$ cat src/rtl/instr_sequencer.sv
// instr_sequencer: PC/fetch/issue controller for the control FSM, HALT/JMP handled locally; SEQ_SINGLE_STEP_EN adds step_mode/step and a PAUSE state
module instr_sequencer #(
  parameter int AW = 8,
  parameter int CW = 16
) (
  input  logic          clk,
  input  logic          rst,
  input  logic          start,
`ifdef SEQ_SINGLE_STEP_EN
  input  logic          step_mode,
  input  logic          step,
`endif
  output logic          imem_rd,
  output logic [AW-1:0] imem_addr,
  input  logic [11:0]   imem_data,
  output logic [11:0]   instr_o,
  output logic          w_o,
  input  logic          done_i,
  output logic [AW-1:0] pc,
  output logic          busy,
  output logic          halted,
  output logic [CW-1:0] retired
);
  localparam logic [2:0] IDLE   = 3'd0;
  localparam logic [2:0] FETCH  = 3'd1;
  localparam logic [2:0] WAIT   = 3'd2;
  localparam logic [2:0] ISSUE  = 3'd3;
  localparam logic [2:0] EXEC   = 3'd4;
  localparam logic [2:0] HALTED = 3'd5;
`ifdef SEQ_SINGLE_STEP_EN
  localparam logic [2:0] PAUSE  = 3'd6;
`endif
  logic [2:0] state;
  logic [3:0] op;
  assign op        = imem_data[11:8];
  assign imem_rd   = state == FETCH;
  assign w_o       = state == ISSUE;
  assign imem_addr = pc;
  assign halted    = state == HALTED;
  assign busy      = state != IDLE && state != HALTED;
  always_ff @(posedge clk or posedge rst) begin
    if (rst) begin
      state   <= IDLE;
      pc      <= '0;
      instr_o <= '0;
      retired <= '0;
    end else begin
      case (state)
        IDLE, HALTED: if (start) begin
          pc    <= '0;
          state <= FETCH;
        end
        FETCH: state <= WAIT;
        WAIT: if (op == 4'h0) state <= HALTED;
        else if (op == 4'hF) begin
          pc    <= AW'(imem_data[7:0]);
          state <= FETCH;
        end else begin
          instr_o <= imem_data;
          pc      <= pc + 1'b1;
          state   <= ISSUE;
        end
        ISSUE: state <= EXEC;
        EXEC: if (done_i) begin
          if (~&retired) retired <= retired + 1'b1;
`ifdef SEQ_SINGLE_STEP_EN
          state <= step_mode ? PAUSE : FETCH;
`else
          state <= FETCH;
`endif
        end
`ifdef SEQ_SINGLE_STEP_EN
        PAUSE: if (step || !step_mode) state <= FETCH;
`endif
        default: state <= IDLE;
      endcase
    end
  end
endmodule

$ cat config.mk
export PLATFORM = sky130hd
export DESIGN_NAME = instr_sequencer
export DESIGN_NICKNAME = d
export VERILOG_FILES = /design/src/rtl/instr_sequencer.sv
export SDC_FILE = /design/constraint.sdc
export NUM_CORES = 1
export LEC_CHECK = 0
export CAP_MARGIN = 20
export CELL_PAD_IN_SITES_DETAIL_PLACEMENT = 1
export CELL_PAD_IN_SITES_GLOBAL_PLACEMENT = 1
export CORE_UTILIZATION = 38
export DETAILED_ROUTE_END_ITERATION = 8
export GPL_ROUTABILITY_DRIVEN = 0
export GPL_TIMING_DRIVEN = 0
export PLACE_DENSITY = 0.88
export SYNTH_ARGS = -nofsm -noshare
export SYNTH_HDL_FRONTEND = slang
export SYNTH_SLANG_ARGS = --single-unit
export TNS_END_PERCENT = 50
$ cat constraint.sdc
create_clock -name clk -period 3.1 [get_ports clk]
set_input_delay 0.62 -clock clk [delete_from_list [all_inputs] [get_ports clk]]
set_output_delay 0.62 -clock clk [all_outputs]
set_load 0.02 [all_outputs]
; After elaboration in Yosys (flattened, before gate mapping)
; Index checks and enable logic that the tools add are counted.
[totals]
reg_bits = 39
latchBits = 0
ram_bits = 0
mem_bits_ro = 0
in_bits = 16
out_inout_bits = 48
word_cells = 39
memories = 0
[op_classes]
add_sub_neg = 2
multipliers = 0
div = 0
n_lt_le_gt_ge = 0
eq_ne = 10
shift = 0
mux = 9
n_bitwise = 3
n_reduce_logical = 11
[op_table]
columns = op, n
row1 = $mux 8, 3
row2 = $add 16x1->16 const B, 1
row3 = $pmux 8 s2, 1
row4 = $reduce_and 16->1, 1
row5 = $pmux 3 s5, 1
row6 = $mux 3, 3
row7 = $reduce_and 3->1, 3
row8 = $add 8x1->8 const B, 1
row9 = $eq 3x2->1 const B, 2
row10 = $eq 3x3->1 const B, 2
row11 = $ne 2x2->1 const B, 3
row12 = $eq 4x4->1 const B, 1
row13 = $logic_not 4->1, 1
row14 = $eq 3x1->1 const B, 1
row15 = $logic_not 3->1, 1
row16 = $ne 3x3->1 const B, 1
row17 = $not 1->1, 3
row18 = $reduce_bool 3->1, 1
row19 = $mux 2, 1
row20 = $reduce_and 2->1, 1
row21 = $reduce_bool 2->1, 1
row22 = $reduce_or 2->1, 1
row23 = $logic_and 1x1->1, 1

; Longest topological paths before layout
; Gate-level depths: netlist (run 1).
[logic_depth]
word_depth = 4
depth_mapped = 6
ltp_nobuf = 5

; Least setup slack after synthesis (run 1)
; OpenSTA, ideal clock, no wires.
[synth_timing]
path_kind = register -> register
startpoint = reg retired[0]
endpoint = reg retired[1]
setup_ns = 0.125
arrival_ns = 1.698
slack_ns = 1.277
stages_incl_launch_ff = 7
n_path_buf = 1
synth_period_minus_slack_ns = 1.823
cell_sequence = dfrtp_1 > ha_1 > nand4_1 > nand4bb_1 > buf_2 > and2_1 > mux2_2
[synth_via]
elab_chain_len = 3
elab_cells_between_ends = 4
cone_classes = 1 x add/sub / 1 x bitwise / 2 x reduce/logical
[synth_rtl]
columns = item, line_no
row1 = from (decl), 22  ; output logic [CW-1:0] retired
row2 = from (signal assigned), 65  ; if (~&retired) retired <= retired + 1'b1;
row3 = branches (longest 3 deep; another with $add 16x1->16), n/a
; Parallel ways; which one is timed is not known.
; A chain may end at the register's enable or synchronous reset.

; Final worst setup path (run 1)
[layout_timing]
startpoint = reg state[1]
endpoint = out imem_rd
[layout_via]
elab_chain_len = 1
[layout_rtl]
columns = item, line_no
row1 = from (decl), 33  ; logic [2:0] state;
row2 = from (signal assigned), 43  ; state <= IDLE;
row3 = from (signal assigned), 51  ; state <= FETCH;
row4 = from (signal assigned), 53  ; FETCH: state <= WAIT;
row5 = $eq 3x1->1, 36  ; assign imem_rd = state == FETCH;
row6 = to (decl), 13  ; output logic imem_rd,
; No other way between the ends.

==> results of run 1 <==
cell usage in the layout, fill, tap and decap left out, types with 3 or more instances in the layout:
cell and instances:
a21oi_1 5, a22o_1 5, and3_1 5, and4_1 4, buf_2 4, buf_4 8
clkbuf_8 6, clkdlybuf4s50_1 63, dfrtp_1 39, mux2_2 10, nand2_1 12, nand2b_1 3
nand3_1 14, nand4_1 4, nor2_1 9, nor3_1 5, o2bb2ai_1 3, xnor2_1 11
layout make-up:
cell class / instances / area [um2] / share of cell area
inverters: 3 / 11.3 / 0.00395
multi-input cells: 132 / 956 / 0.335
repair buffers: 63 / 631 / 0.221
flip-flops and latches: 39 / 976 / 0.342
clock inverters: 1 / 5.00 / 0.00176
well taps: 70 / 87.6 / 0.0307
clock buffers: 6 / 82.6 / 0.0290
plain buffers: 16 / 103 / 0.0360
power by group through the flow:
stage / Combinational [uW] / Sequential [uW] / Clock, uW
2_1_floorplan: 515 / 919 / 0
3_3_place_gp: 1110 / 776 / 0
3_5_place_dp: 1140 / 788 / 0
4_1_cts: 1150 / 778 / 359
5_1_grt: 1230 / 799 / 376
6_report: 1130 / 775 / 348
worst max-delay path: cells and delay by family (launching register included):
kind | cells | cell delay [ps]
flip-flops | 1 | 370
AND/OR/NAND/NOR | 1 | 250
buffers and inverters | 2 | 830
metal layers:
layer / vias to the layer above / GRT usage
met5: - / 0
met4: 0 / 0.0617
met3: 5 / 0.0331
met2: 43 / 0.357
met1: 850 / 0.253
li1: 833 / -
path summary, 6_finish.rpt:
kind                          endpoint  cells past startpoint
hold reg to reg            retired[14]                      1
setup / recovery               imem_rd                      3
min in group asynchronous   instr_o[1]                      2
max in group asynchronous   instr_o[9]                      2
setup reg to reg            retired[1]                      6
hold / removal             retired[14]                      1
cells by family (layout without fill, tap and decap cells):
logic type	Yosys count	after routing	share of synthesized area
compound gates	29	29	0.108
buf+inv	19	89	0.0557
xor+xnor	13	13	0.0557
simple gates	77	77	0.231
flops	39	39	0.477
fa+ha+maj	2	2	0.0122
mux	11	11	0.0599
per-stage QoR:
step,cells,util
6_report,330,0.555
5_1_grt,330,0.555
4_1_cts,330,0.555
3_5_place_dp,323,0.538
3_3_place_gp,323,0.538
2_1_floorplan,190,-
flip-flops by register name, indices dropped and copies added (netlist names):
register / flops
imem_addr: 8
instr_o: 12
retired: 16
state: 3
==> results_dict.tcl, run 1 <==
set metrics [dict create \
    clkSlewWorstSetupHoldPaths_ps 70 \
    async_flop_share 1.00 \
    syn_avg_cell_area_um2 10.8 \
    clk_latency_ps 290 \
    fin_crit_sh 0.764 \
    initial_core_util 0.398 \
    cp_data_arrival_time_ps 1750 \
    start_kind "flip-flop" \
    cp.required_ps 2480 \
    dieArea_mm2 0.00568 \
    pre_cts_ws_ps 565 \
    syn-num-nets 208 \
    yosys-top-cells-count "dfrtp_1, nand3_1, nand2_1, xnor2_1, mux2_2" \
    hold_viol 0 \
    end_kind "primary output" \
    routed_wl_mm 5.24 \
    wl_met2_mm 2.71 \
    post_dp_cell_area_mm2 0.00276 \
    h-tree-depth 2 \
    io_pins 64 \
    crit_path_cell_trace "clkbuf_1 > nor3b_1 > clkdlybuf4s50_1" \
    clk_path_buf_depth 2 \
    final.setup.worst_slack_ps 732 \
    holdWs_ps 497 \
    drt_pass1_iterations 4 \
    intPower_uw 1420 \
    ys_ff_latch 39 \
    synth_enable_flop_cells 0 \
    yosys_warnings 0 \
    hp-start "retired[14]" \
    ys_types 51 \
    route.met3.wl_um 207 \
    synthCells 190 \
    n_antenna_cell 0 \
    p_leak_uw 0.00116 \
    design_area_mm2 0.00285 \
    ys.flop_type "dfrtp_1" \
    fillerInstances 580 \
    first_global_vias 1749 \
    cts_tree "done" \
    postCtsSetupBuffers 0 \
    synth_seq_area_share 0.477 \
    setup_viol 0 \
    cts_made_buffers 5 \
    viasPerCell 5.25 \
    cp_max_fo 10 \
    grt_max_degree 40 \
    p_clk_frac 0.154 \
    postRouteAntennaNets 0 \
    core_area_mm2 0.00514 \
    grt_usage 0.202 \
    grt_pass1_wl_mm 8.55 \
    outcome "finished, final reports clean" \
    yosysTopAreaCell "dfrtp_1" \
    hp-class "reg2reg" \
    swShare 0.372 \
    p_switching_uw 839 \
    die_width_um 75.4 \
    wl_met1_mm 2.28 \
    hpwlAfterDp_mm 3.85 \
    r2r_slack_ps 1140 \
    reg2reg_from "retired[0]" \
    drt-initial-drc-count 89 \
    grt_overflow_total 0 \
    p_comb_frac 0.502 \
    critPathKind "reg2out" \
    wl_per_cell_um 15.9 \
    max_clock_freq_ghz 0.422 \
    final.setup.tns_ps 0 \
    drc 0 \
    clock_skew_ps 6.72 \
    power_uw 2260 \
    finalCriticalPeriod_ps 2370 \
    highest_layer "met4" \
    power_density_mw_per_mm2 791 \
    layout-drive-gt1-share 0.146 \
    max_cap_violations 0 \
    io_buffer_count 63 \
    vias 1731 \
    die_y_um 75.4 \
    netlist_area_mm2 0.00205 \
    cp_slowest_cell "clkdlybuf4s50_1" \
    cts-resized-gates 0 \
    synth.area.top_cells "dfrtp_1, mux2_2, xnor2_1" \
    yosysMostFrequentCell "dfrtp_1" \
    nets 278 \
    area_growth_pct 39.4 \
    core.rowCount 26 \
    cts_root_buffer "clkbuf_8" \
    worst_pin_slew_ps 816 \
    antenna_found_initial 0 \
    synth_top_area_frac 0.477 \
    seq_power_share 0.343 \
    ir_worst_vdd_uv 357 \
    clock_sinks 39 \
    cp-startpoint "state[1]" \
    rsz0062_at_grt "no" \
    max_stage_delay_ps 640 \
    slew_headroom 0.455 \
    cts_hold_buf 0 \
    drv_slew 0 \
]
Note: power is estimated with default switching activity, not from simulation.
==> inputs of run 2 (changes only) <==
--- a/config.mk
+++ b/config.mk
@@ -8,11 +8,11 @@
 export CAP_MARGIN = 20
 export CELL_PAD_IN_SITES_DETAIL_PLACEMENT = 1
 export CELL_PAD_IN_SITES_GLOBAL_PLACEMENT = 1
-export CORE_UTILIZATION = 38
+export CORE_UTILIZATION = 32
 export DETAILED_ROUTE_END_ITERATION = 8
 export GPL_ROUTABILITY_DRIVEN = 0
 export GPL_TIMING_DRIVEN = 0
-export PLACE_DENSITY = 0.88
+export PLACE_DENSITY = 0.79
 export SYNTH_ARGS = -nofsm -noshare
 export SYNTH_HDL_FRONTEND = slang
 export SYNTH_SLANG_ARGS = --single-unit
==> constraint.sdc (replaced) <==
create_clock -name clk -period 2.1 [get_ports clk]
set_input_delay 0.42 -clock clk [delete_from_list [all_inputs] [get_ports clk]]
set_output_delay 0.42 -clock clk [all_outputs]
set_load 0.02 [all_outputs]
==> run 2 against run 1 <==
Sequential cell count is the same. Global-route usage is 2.9 points lower. Final area grew 1.3%. Register-to-register slack worse by 1000 ps.
==> results_dict.tcl, run 2 (same netlist as run 1, synthesis figures left out) <==
set metrics [dict create \
    drt_pass1_iterations 4 \
    p_comb_frac 0.481 \
    max_cap_violations 0 \
    power_density_mw_per_mm2 1190 \
    n_antenna_cell 0 \
    hold_viol 0 \
    cp.required_ps 2270 \
    largest_reg_flops 16 \
    wl_per_cell_um 15.5 \
    first_global_vias 1729 \
    final_common_cell "clkdlybuf4s50_1" \
    grt_usage 0.172 \
    grt_pass1_wl_mm 8.58 \
    r2r_slack_ps 120 \
    critPathKind "in2reg" \
    final_cell_mix "clkdlybuf4s50_1, dfrtp_1, nand3_1" \
    clkSlewWorstSetupHoldPaths_ps 70 \
    hp-start "retired[14]" \
    outcome "finished, final reports clean" \
    ff2ff_path_depth 6 \
    die_width_um 82.0 \
    p_switching_uw 1250 \
    swShare 0.362 \
    antenna_found_initial 0 \
    core_area_mm2 0.00603 \
    start_kind "primary input" \
    clk_path_buf_depth 2 \
    multi_input_area_um2 956 \
    initial_core_util 0.339 \
    pre_cts_ws_ps -246 \
    cts_root_buffer "clkbuf_8" \
    end_kind "flip-flop" \
    intPower_uw 2200 \
    hp-class "reg2reg" \
    holdWs_ps 492 \
    fillerInstances 693 \
    viasPerCell 5.11 \
    area_growth_pct 41.2 \
    final.setup.tns_ps 0 \
    hpwlAfterDp_mm 3.83 \
    setup_viol 0 \
    cp_max_fo 10 \
    reg2reg_from "retired[0]" \
    post-place-cells 328 \
    grt_overflow_total 0 \
    p_leak_uw 0.00120 \
    io_pins 64 \
    hold_end "retired[14]" \
    finalCriticalPeriod_ps 2030 \
    postRouteAntennaNets 0 \
    layout-drive-gt1-share 0.153 \
    hold_path_depth 1 \
    drv_slew 0 \
    cts_tree "done" \
    nets 278 \
    slew_headroom 0.447 \
    vias 1717 \
    p_clk_frac 0.188 \
    max_clock_freq_ghz 0.494 \
    h-tree-depth 2 \
    final.setup.worst_slack_ps 74.8 \
    regArea_um2 976 \
    clock_skew_ps 8.21 \
    die_y_um 82.0 \
    drc 0 \
    io_buffer_count 63 \
    clock_sinks 39 \
    core.rowCount 28 \
    drt-initial-drc-count 34 \
    ir_worst_vdd_uv 446 \
    worst_pin_slew_ps 828 \
    clk_latency_ps 290 \
    seq_power_share 0.332 \
    cts_made_buffers 5 \
    dieArea_mm2 0.00672 \
    cp_data_arrival_time_ps 2200 \
    timing.rr.end "retired[1]" \
    fin_cells 336 \
    top_register "retired" \
    rsz0062_at_grt "yes" \
    fin_util 0.479 \
    routed_wl_mm 5.22 \
    grt_max_degree 40 \
    fin_crit_sh 0.964 \
]
run 2: changes by cell type in the layout (fill, tap and decap cells not counted):
| cell | previous run | this run |
|---|---|---|
| clkdlybuf4s50_1 | 63 | 59 |
| dlygate4sd2_1 | 0 | 3 |
| bufinv_16 | 0 | 1 |
| clkbuf_1 | 2 | 1 |
| clkbuf_2 | 0 | 1 |
| dlymetal6s2s_1 | 0 | 1 |
run 2: layer usage:
| layer | global-route usage | routed length [um] | share of wire |
|---|---|---|---|
| met5 | 0 | 0 | 0 |
| met4 | 0.0667 | 48 | 0.0092 |
| met3 | 0.0467 | 288 | 0.055 |
| met2 | 0.299 | 2640 | 0.50 |
| met1 | 0.201 | 2250 | 0.43 |
run 2: cell type report:
| type | instances | area share |
|---|---|---|
| Timing Repair Buffer | 63 | 0.218 |
| Clock inverter | 2 | 0.0121 |
| Sequential cell | 39 | 0.338 |
| Clock buffer | 6 | 0.0286 |
| Buffer | 16 | 0.0360 |
| Tap cell | 75 | 0.0325 |
| Multi-Input combinational cell | 132 | 0.331 |
| Inverter | 3 | 0.00390 |
run 2: repair_timing:
action                     in CTS  in global routing
hold buffers                    0                  0
pin swaps                       0                  0
setup buffers                   0                  0
hold endpoints to repair        0                  0
resized for setup               4                  1
setup endpoints to repair       4                  2
run 2: stage by stage:
stage	power, uW	instance area [um2]
final	3450	2890
after global placement	2810	2770
after global routing	3660	2890
after floorplan	2120	2050
after detailed placement	2860	2770
after CTS	3510	2890
run 2: critical path, stage by stage:
cell and delay, ps:
clkdlybuf4s50_1 500, and4_1 300, nor3_4 280, buf_2 330, mux2_2 360
run 2: worst max-delay path by stage:
stage	depth (start not counted)	endpoint	startpoint	slack, ps
2_1_floorplan	6	retired[1]	retired[0]	280
3_3_place_gp	5	instr_o[0]	imem_data[10]	-220
3_5_place_dp	5	instr_o[8]	imem_data[10]	-250
4_1_cts	4	w_o	state[0]	40
5_1_grt	6	retired[1]	retired[0]	-70
6_report	5	instr_o[0]	imem_data[10]	70
run 2: power by group through the flow:
stage / sequential [uW] / clock [uW] / combinational (uW)
6_report: 1140 / 647 / 1660
5_1_grt: 1180 / 701 / 1780
4_1_cts: 1150 / 676 / 1690
3_5_place_dp: 1160 / 0 / 1700
3_3_place_gp: 1150 / 0 / 1660
2_1_floorplan: 1360 / 0 / 760
==> inputs of run 3 (changes only) <==
--- a/config.mk
+++ b/config.mk
@@ -6,13 +6,13 @@
 export NUM_CORES = 1
 export LEC_CHECK = 0
 export CAP_MARGIN = 20
-export CELL_PAD_IN_SITES_DETAIL_PLACEMENT = 1
+export CELL_PAD_IN_SITES_DETAIL_PLACEMENT = 0
 export CELL_PAD_IN_SITES_GLOBAL_PLACEMENT = 1
 export CORE_UTILIZATION = 32
 export DETAILED_ROUTE_END_ITERATION = 8
 export GPL_ROUTABILITY_DRIVEN = 0
 export GPL_TIMING_DRIVEN = 0
-export PLACE_DENSITY = 0.79
+export PLACE_DENSITY_LB_ADDON = 0.1
 export SYNTH_ARGS = -nofsm -noshare
 export SYNTH_HDL_FRONTEND = slang
 export SYNTH_SLANG_ARGS = --single-unit
==> run 3 against run 2 <==
Maximum frequency is 0.62% higher. Clock skew is 1.2 ps lower. Worst setup slack better by 13 ps. Routed wire length is 8.5% lower. Global-route usage is 1.6 points lower. Count of clock-buffer cells in the layout stayed put. Largest cell class unchanged. Largest power group unchanged.
==> results_dict.tcl, run 3 (same netlist as run 1, synthesis figures left out) <==
set metrics [dict create \
    clk_path_buf_depth 2 \
    multi_input_area_um2 956 \
    regArea_um2 976 \
    finalCriticalPeriod_ps 2010 \
    clock_sinks 39 \
    n_antenna_cell 0 \
    largest_reg_flops 16 \
    die_y_um 82.0 \
    viasPerCell 5.05 \
    worst_pin_slew_ps 825 \
    grt_max_degree 40 \
    cts_made_buffers 5 \
    area_growth_pct 39.3 \
    rsz0062_at_grt "no" \
    max_cap_violations 0 \
    route.met3.wl_um 201 \
    vias 1686 \
    fillerInstances 582 \
    clock_skew_ps 6.97 \
    clk_latency_ps 290 \
    hold_viol 0 \
    design_area_mm2 0.00285 \
    dieArea_mm2 0.00672 \
    drt_pass1_iterations 4 \
    cp_data_arrival_time_ps 2180 \
    first_global_vias 1628 \
    slew_headroom 0.449 \
    end_kind "flip-flop" \
    routed_wl_mm 4.78 \
    wl_met2_mm 2.31 \
    max_clock_freq_ghz 0.497 \
    initial_core_util 0.339 \
    nets 278 \
    fin_util 0.473 \
    core_area_mm2 0.00603 \
    postRouteAntennaNets 0 \
    cp_max_fo 10 \
    clkSlewWorstSetupHoldPaths_ps 70 \
    setup_viol 0 \
    cts_tree "done" \
    grt_overflow_total 0 \
    hpwlAfterDp_mm 3.45 \
    highest_layer "met4" \
    p_leak_uw 0.00119 \
    core.rowCount 28 \
    postCtsSetupBuffers 0 \
    cp.required_ps 2270 \
    ir_worst_vdd_uv 570 \
    power_density_mw_per_mm2 1140 \
    final_common_cell "clkdlybuf4s50_1" \
    start_kind "primary input" \
    drv_slew 0 \
    top_register "retired" \
    grt_pass1_wl_mm 7.88 \
    critPathKind "in2reg" \
    wl_per_cell_um 14.3 \
    hp-class "reg2reg" \
    io_buffer_count 63 \
    grt_usage 0.156 \
    post-place-cells 328 \
    post_dp_cell_area_mm2 0.00277 \
    wl_met1_mm 2.21 \
    antenna_found_initial 0 \
    h-tree-depth 2 \
    fin_crit_sh 0.958 \
    layout-drive-gt1-share 0.143 \
    io_pins 64 \
    fin_cells 334 \
    outcome "finished, final reports clean" \
    drc 0 \
    drt-initial-drc-count 110 \
    final_cell_mix "clkdlybuf4s50_1, dfrtp_1, nand3_1" \
    die_width_um 82.0 \
    cts_root_buffer "clkbuf_8" \
]
run 3: final cells by class:
type,count,area share
inverter,3,0.00395
timing repair buffer,63,0.222
tap,75,0.0329
clock buffer,6,0.0255
buffer,16,0.0373
sequential,39,0.343
multi-input combinational,132,0.336
run 3: path summary, 6_finish.rpt:
kind                                from     endpoint  slack, ps  cells after the start
min in group asynchronous            rst   instr_o[0]        620                      2
max                        imem_data[10]   instr_o[8]         90                      5
max in group asynchronous            rst     state[0]        960                      2
min reg2reg                  retired[14]  retired[14]        490                      1
min                          retired[14]  retired[14]        490                      1
max reg2reg                   retired[0]   retired[1]        170                      6
run 3: power by group:
part	switching (uW)	internal [uW]
logic	789	856
registers	174	965
clock network	248	222
run 3: what timing repair did:
action / in CTS / in global routing
endpoints found under the setup margin: 4 / 8
hold buffers: 0 / 0
resized for setup: 3 / 3
pin swaps: 0 / 0
run 3: metrics by stage:
| stage | TNS (ps) | total power [uW] | hold slack [ps] | worst slack (ps) |
|---|---|---|---|---|
| final | 0 | 3250 | 492 | 87.3 |
| after floorplan | 0 | 2120 | 553 | 277 |
| after CTS | 0 | 3300 | 499 | 2.61 |
| after global routing | 0 | 3470 | 528 | 5.35 |
| after detailed placement | -2780 | 2830 | 489 | -250 |
| after global placement | -9090 | 2820 | 489 | -269 |
run 3: metal layers:
| layer | GRT usage | up-vias |
|---|---|---|
| li1 | - | 831 |
| met1 | 0.201 | 813 |
| met2 | 0.261 | 36 |
| met3 | 0.0356 | 6 |
| met4 | 0.0421 | 0 |
| met5 | 0 | - |
run 3: critical path, cell delays in order:
cell and delay [ps]:
clkdlybuf4s50_1 500, and4_1 300, nor3_4 290, clkbuf_4 310, mux2_2 350
